**src/rtl/mips_core_pkg.sv**
```systemverilog
// rtl/mips_core_pkg.sv - shared core types: physical register width, ROB tag and ROB entry layout
package mips_core_pkg;

    localparam int DATA_WIDTH = 32;
    localparam int NUM_PHY_REGS = 64;
    localparam int PHY_W = $clog2(NUM_PHY_REGS);
    localparam int ROB_DEPTH = 16;
    localparam int ROB_TAG_W = $clog2(ROB_DEPTH);

    typedef logic [ROB_TAG_W-1:0] rob_tag_t;

    typedef struct packed {
        logic                  valid;
        logic                  done;
        logic                  writes_reg;
        logic [PHY_W-1:0]      dest_phy;
        logic [PHY_W-1:0]      old_phy;
        logic [DATA_WIDTH-1:0] data;
    } rob_entry_t;

endpackage

```
**src/rtl/ooo_rob_storage.sv**
```systemverilog
// rtl/ooo_rob_storage.sv - ROB entry array with allocate, completion and retire write ports and a head read port
module ooo_rob_storage
    import mips_core_pkg::*;
#(
    parameter int DEPTH = ROB_DEPTH,
    localparam int TAG_W = $clog2(DEPTH)
) (
    input  logic                  clk,
    input  logic                  rst,
    input  logic                  clear,
    input  logic                  alloc_en,
    input  logic [TAG_W-1:0]      alloc_idx,
    input  rob_entry_t            alloc_entry,
    input  logic                  cmpl_en,
    input  logic [TAG_W-1:0]      cmpl_idx,
    input  logic [DATA_WIDTH-1:0] cmpl_data,
    input  logic                  retire_en,
    input  logic [TAG_W-1:0]      head_idx,
    output rob_entry_t            head_entry
);

    rob_entry_t entries_q [DEPTH];
    rob_entry_t entries_d [DEPTH];

    assign head_entry = entries_q[head_idx];

    // Next-state of the array: completion only lands on live entries, allocate wins over stale state, clear squashes all
    always_comb begin
        for (int i = 0; i < DEPTH; i++) begin
            entries_d[i] = entries_q[i];
        end
        if (cmpl_en && entries_q[cmpl_idx].valid) begin
            entries_d[cmpl_idx].done = 1'b1;
            entries_d[cmpl_idx].data = cmpl_data;
        end
        if (retire_en) begin
            entries_d[head_idx].valid = 1'b0;
            entries_d[head_idx].done  = 1'b0;
        end
        if (alloc_en) begin
            entries_d[alloc_idx] = alloc_entry;
        end
        if (clear) begin
            for (int i = 0; i < DEPTH; i++) begin
                entries_d[i].valid = 1'b0;
                entries_d[i].done  = 1'b0;
            end
        end
    end

    // Entry array register with synchronous reset
    always_ff @(posedge clk) begin
        if (rst) begin
            for (int i = 0; i < DEPTH; i++) begin
                entries_q[i] <= '0;
            end
        end else begin
            for (int i = 0; i < DEPTH; i++) begin
                entries_q[i] <= entries_d[i];
            end
        end
    end

endmodule

```
**src/rtl/ooo_rob_commit.sv**
```systemverilog
// rtl/ooo_rob_commit.sv - reorder buffer pointers, occupancy and in-order commit to the register file and free list
module ooo_rob_commit
    import mips_core_pkg::*;
#(
    parameter int DEPTH = ROB_DEPTH,
    localparam int TAG_W = $clog2(DEPTH)
) (
    input  logic                  clk,
    input  logic                  rst,
    input  logic                  flush,
    input  logic                  alloc_valid,
    output logic                  alloc_ready,
    input  logic                  alloc_writes_reg,
    input  logic [PHY_W-1:0]      alloc_dest_phy,
    input  logic [PHY_W-1:0]      alloc_old_phy,
    output logic [TAG_W-1:0]      alloc_tag,
    input  logic                  cmpl_valid,
    input  logic [TAG_W-1:0]      cmpl_tag,
    input  logic [DATA_WIDTH-1:0] cmpl_data,
    output logic                  reg_wr_en,
    output logic [PHY_W-1:0]      reg_wr_addr,
    output logic [DATA_WIDTH-1:0] reg_wr_data,
    output logic                  free_valid,
    output logic [PHY_W-1:0]      free_phy,
    output logic                  empty
);

    logic [TAG_W-1:0]      head_q, head_d;
    logic [TAG_W-1:0]      tail_q, tail_d;
    logic [TAG_W:0]        count_q, count_d;
    logic                  reg_wr_en_q, reg_wr_en_d;
    logic [PHY_W-1:0]      reg_wr_addr_q, reg_wr_addr_d;
    logic [DATA_WIDTH-1:0] reg_wr_data_q, reg_wr_data_d;
    logic                  free_valid_q, free_valid_d;
    logic [PHY_W-1:0]      free_phy_q, free_phy_d;

    logic       alloc_fire;
    logic       commit;
    rob_entry_t alloc_entry;
    rob_entry_t head_entry;

    // Full is judged on the registered count only, so a same-cycle commit never frees a slot early
    assign alloc_ready = (count_q != (TAG_W+1)'(DEPTH));
    assign alloc_tag   = tail_q;
    assign empty       = (count_q == '0);

    assign alloc_fire = alloc_valid && alloc_ready && !flush;
    assign commit     = head_entry.valid && head_entry.done && !flush;

    assign alloc_entry = '{valid: 1'b1, done: 1'b0, writes_reg: alloc_writes_reg,
                           dest_phy: alloc_dest_phy, old_phy: alloc_old_phy, data: '0};

    ooo_rob_storage #(.DEPTH(DEPTH)) u_storage (
        .clk         (clk),
        .rst         (rst),
        .clear       (flush),
        .alloc_en    (alloc_fire),
        .alloc_idx   (tail_q),
        .alloc_entry (alloc_entry),
        .cmpl_en     (cmpl_valid && !flush),
        .cmpl_idx    (cmpl_tag),
        .cmpl_data   (cmpl_data),
        .retire_en   (commit),
        .head_idx    (head_q),
        .head_entry  (head_entry)
    );

    // Pointer/occupancy update and next commit outputs; flush drops everything new this cycle
    always_comb begin
        head_d  = head_q;
        tail_d  = tail_q;
        count_d = count_q;
        if (flush) begin
            head_d  = '0;
            tail_d  = '0;
            count_d = '0;
        end else begin
            if (alloc_fire) tail_d = tail_q + TAG_W'(1);
            if (commit)     head_d = head_q + TAG_W'(1);
            case ({alloc_fire, commit})
                2'b10:   count_d = count_q + (TAG_W+1)'(1);
                2'b01:   count_d = count_q - (TAG_W+1)'(1);
                default: count_d = count_q;
            endcase
        end
        reg_wr_en_d   = commit && head_entry.writes_reg;
        free_valid_d  = commit && head_entry.writes_reg;
        reg_wr_addr_d = commit ? head_entry.dest_phy : '0;
        reg_wr_data_d = commit ? head_entry.data     : '0;
        free_phy_d    = commit ? head_entry.old_phy  : '0;
    end

    // Control and one-cycle commit output registers
    always_ff @(posedge clk) begin
        if (rst) begin
            head_q        <= '0;
            tail_q        <= '0;
            count_q       <= '0;
            reg_wr_en_q   <= 1'b0;
            reg_wr_addr_q <= '0;
            reg_wr_data_q <= '0;
            free_valid_q  <= 1'b0;
            free_phy_q    <= '0;
        end else begin
            head_q        <= head_d;
            tail_q        <= tail_d;
            count_q       <= count_d;
            reg_wr_en_q   <= reg_wr_en_d;
            reg_wr_addr_q <= reg_wr_addr_d;
            reg_wr_data_q <= reg_wr_data_d;
            free_valid_q  <= free_valid_d;
            free_phy_q    <= free_phy_d;
        end
    end

    assign reg_wr_en   = reg_wr_en_q;
    assign reg_wr_addr = reg_wr_addr_q;
    assign reg_wr_data = reg_wr_data_q;
    assign free_valid  = free_valid_q;
    assign free_phy    = free_phy_q;

endmodule

```
**config.mk**
```make
export PLATFORM = sky130hd
export DESIGN_NAME = ooo_rob_commit
export DESIGN_NICKNAME = d
export VERILOG_FILES = /design/src/rtl/mips_core_pkg.sv /design/src/rtl/ooo_rob_storage.sv /design/src/rtl/ooo_rob_commit.sv
export SDC_FILE = /design/constraint.sdc
export NUM_CORES = 2
export LEC_CHECK = 0
export ABC_AREA = 1
export CAP_MARGIN = 5
export CORE_ASPECT_RATIO = 1.5
export CORE_MARGIN = 3
export CORE_UTILIZATION = 35
export CTS_CLUSTER_SIZE = 28
export DETAILED_ROUTE_END_ITERATION = 7
export GPL_ROUTABILITY_DRIVEN = 1
export PLACE_DENSITY = 0.54
export SYNTH_ARGS = -nofsm -noshare
export SYNTH_HDL_FRONTEND = slang
export SYNTH_SLANG_ARGS = --single-unit
```
**constraint.sdc**
```tcl
create_clock -name clk -period 3.4 [get_ports clk]
set_input_delay 0.68 -clock clk [delete_from_list [all_inputs] [get_ports clk]]
set_output_delay 0.68 -clock clk [all_outputs]
set_load 0.02 [all_outputs]
```
==> flow_summary.toml <==
[timing]
hold_viol_final = 0
slew_viol_final = 0
max_freq_mhz = 334
slew_headroom_pct = 21.1
min_period_ns = 2.99
fin_skew_ns = 0.0351
rsz0062_at_grt = "false"
fin_setup_tns_ns = 0
finalCritPeriodShare_pct = 88.0
finalWorstSetupSlack_ns = 0.407
setup_violations = 0
worst_slew_pin_slew_ns = 1.18

[logic_synthesis]
syn_inst = 5953
ys_ff_latch = 814
yosysSeqAreaShare_pct = 42.6
syn-num-nets = 6018
syn_area_mm2 = 0.0383
synth_cell_types = 32
syn_avg_cell_area_um2 = 6.43
synthTopCellsByArea = "dfxtp_1, nand2_1, nor2_1"
yosysTopAreaCellShare_pct = 42.6
yosysTopAreaCell = "dfxtp_1"
synth_warnings = 0

[clocking]
root_buffer = "clkbuf_16"
clockBufferDepth = 3
cts_hold_buf = 0
clock_sinks = 814
path_clk_slew_ns = 0.06
cts_buffers = 87
cts_tree = "done"
clk_latency_ns = 0.69
htree_levels = 3

[power]
peakVddDrop_mv = 0.398
p_sw_share_pct = 23.4
p_int_mw = 15.5
clockPowerShare_pct = 49.3
seqPwrFrac_pct = 47.2
p_per_area_mw_per_mm2 = 468
p_sw_mw = 4.75
combPwrFrac_pct = 3.5
p_leak_nw = 19.4

[finish]
final_common_cell = "nand2_1"
area_growth_pct = 13.2
post-route-util_pct = 39.9
final_cell_mix = "nand2_1, nor2_1, dfxtp_1"
final_nets = 5854
drive_gt1_share_pct = 5.28

[detailed_routing]
dr.pass1.iters = 5
route.detailed.drc = 0
vias_per_cell = 4.91
wl_mm = 137
drtAntennaViolNets = 0
drtIter0Drc = 2786
num_vias = 35800
post_drt_wl_per_cell_um = 18.7

[grt]
gr-usage-all-layers_pct = 23.3
first_global_vias = 32700
grt_first_pass_wirelength_mm = 205
grt_overflow_total = 0
grt_start_max_net_pins = 225
grt_antenna_before_repair = 21

[die]
die_area_mm2 = 0.113
placementRows = 148
start_util_pct = 35.3
die_h_um = 411
fp.coreArea_mm2 = 0.109
pin_count = 106
fp.dieW_um = 276

[setup_path]
crit_required_ns = 3.96
r2r_setup_slack_ns = 0.41
crit_path_end_kind = "flip-flop"
reg2reg_to = "count_q[4]"
endpoint = "count_q[4]"
critPathMaxFanout = 17
arrival_ns = 3.55
worstSetupStartpointType = "flip-flop"
rr_worst_depth = 19
worstSetupPathType = "flip-flop to flip-flop"

[worst_hold_path]
worstHoldPathType = "flip-flop to flip-flop"
hold_start = "u_storage.entries_q[0][38]"
hold_depth = 2

[placement]
hpwl_mm = 79.8
globalplace.congestion = 0.828
dp_slack_ns = 0.103
io_buffers = 105

[run_status]
outcome = "completed"

[job]
drv_cap = 0
metrics by stage:
| step | total power, mW | hold slack, ns | area (um2) | instances |
|---|---|---|---|---|
| detailed placement | 10.5 | 0.433 | 40300 | 7123 |
| finish | 20.3 | 0.439 | 43300 | 7286 |
| CTS | 20.5 | 0.442 | 43300 | 7278 |
| global route | 20.9 | 0.454 | 43300 | 7285 |
| global placement | 10.5 | 0.427 | 40300 | 7123 |
| floorplan | 10.1 | 0.420 | 38300 | 5953 |
worst max-delay path, stage by stage, from the launching register on:
cell     delay, ns
dfxtp_4       0.37
buf_4         0.21
nand2_1       0.09
nand2_1       0.04
nand2_1       0.05
nand3_1       0.14
nand3_4       0.23
nand3_4       0.14
inv_1         0.18
ha_1          0.31
xor2_1        0.22
ha_1          0.18
a21o_1        0.11
nand2_1       0.05
o21ai_0       0.20
a21oi_1       0.09
o21ai_0       0.11
nand2_1       0.08
nand2_1       0.06
nor2_1        0.04
state kept, by name, indices dropped and copies added, names as in the netlist, named ones only:
signal	flops
free_valid	1
alloc_tag	4
u_storage.entries_q	752
head_q	4
reg_wr_addr	6
free_phy	6
count_q	5
reg_wr_data	32
layer usage:
metal,vias up,track usage [%],wire (um)
li1,18100,-,-
met1,16500,28.0,57000
met2,927,42.0,67300
met3,265,3.05,6880
met4,0,9.32,5290
met5,-,0,0
kinds of logic after synthesis:
group                      synth area share, %
and+or+nand+nor                           28.6
buffers and inverters                     12.8
AOI/OAI and AO/OA                         15.5
DFF                                       42.6
adders and majority gates                0.360
xor gates and xnor gates                 0.114
how the worst min path moves through the flow:
stage | end | slack (ns)
after CTS | u_storage.entries_q[8][35] | 0.44
after global routing | u_storage.entries_q[0][43] | 0.45
after global placement | u_storage.entries_q[8][38] | 0.43
final | u_storage.entries_q[0][38] | 0.44
after floorplan | u_storage.entries_q[0][33] | 0.42
after detailed placement | u_storage.entries_q[8][34] | 0.43
cell usage after synthesis:
cell         n
nand2_1   1296
nor2_1    1086
dfxtp_1    814
inv_1      726
a21oi_1    607
o21ai_0    503
nand3_1    326
clkbuf_1   247
buf_2      105
buf_1       87
o211ai_1    36
buf_6       27
nand4_1     27
ha_1        11
a21oi_2     10
nand4_2      9
buf_4        7
inv_2        7
xor2_1       4
nand3_2      3
clkinv_1     2
nor2_2       2
nor4_1       2
a21o_1       1
buf_12       1
nand2_2      1
nand2_4      1
nand3_4      1
nor3_1       1
o221ai_1     1
or2_2        1
xnor2_1      1
power groups by stage:
stage               clock (mW)  combinational (mW)  sequential [mW]
finish                    10.0               0.711             9.56
global route              10.6               0.759             9.56
CTS                       10.2               0.709             9.56
detailed placement           0               0.708             9.78
global placement             0               0.708             9.78
floorplan                    0               0.361             9.78
repair_timing:
item                                    in CTS  in global routing
buffers inserted                             0                  2
resized for setup                            0                  1
endpoints found under the setup margin       0                  1
final cells by class:
class	instances	area (um2)
diodes	6	15.0
clock buffers	124	2550
clock inverters	31	417
fillers	11500	65200
inverters	735	2770
multi-input cells	3930	17200
flip-flops and latches	814	16300
well taps	1425	1780
repair buffers	221	2300
Power figures use the tool's default switching activity.
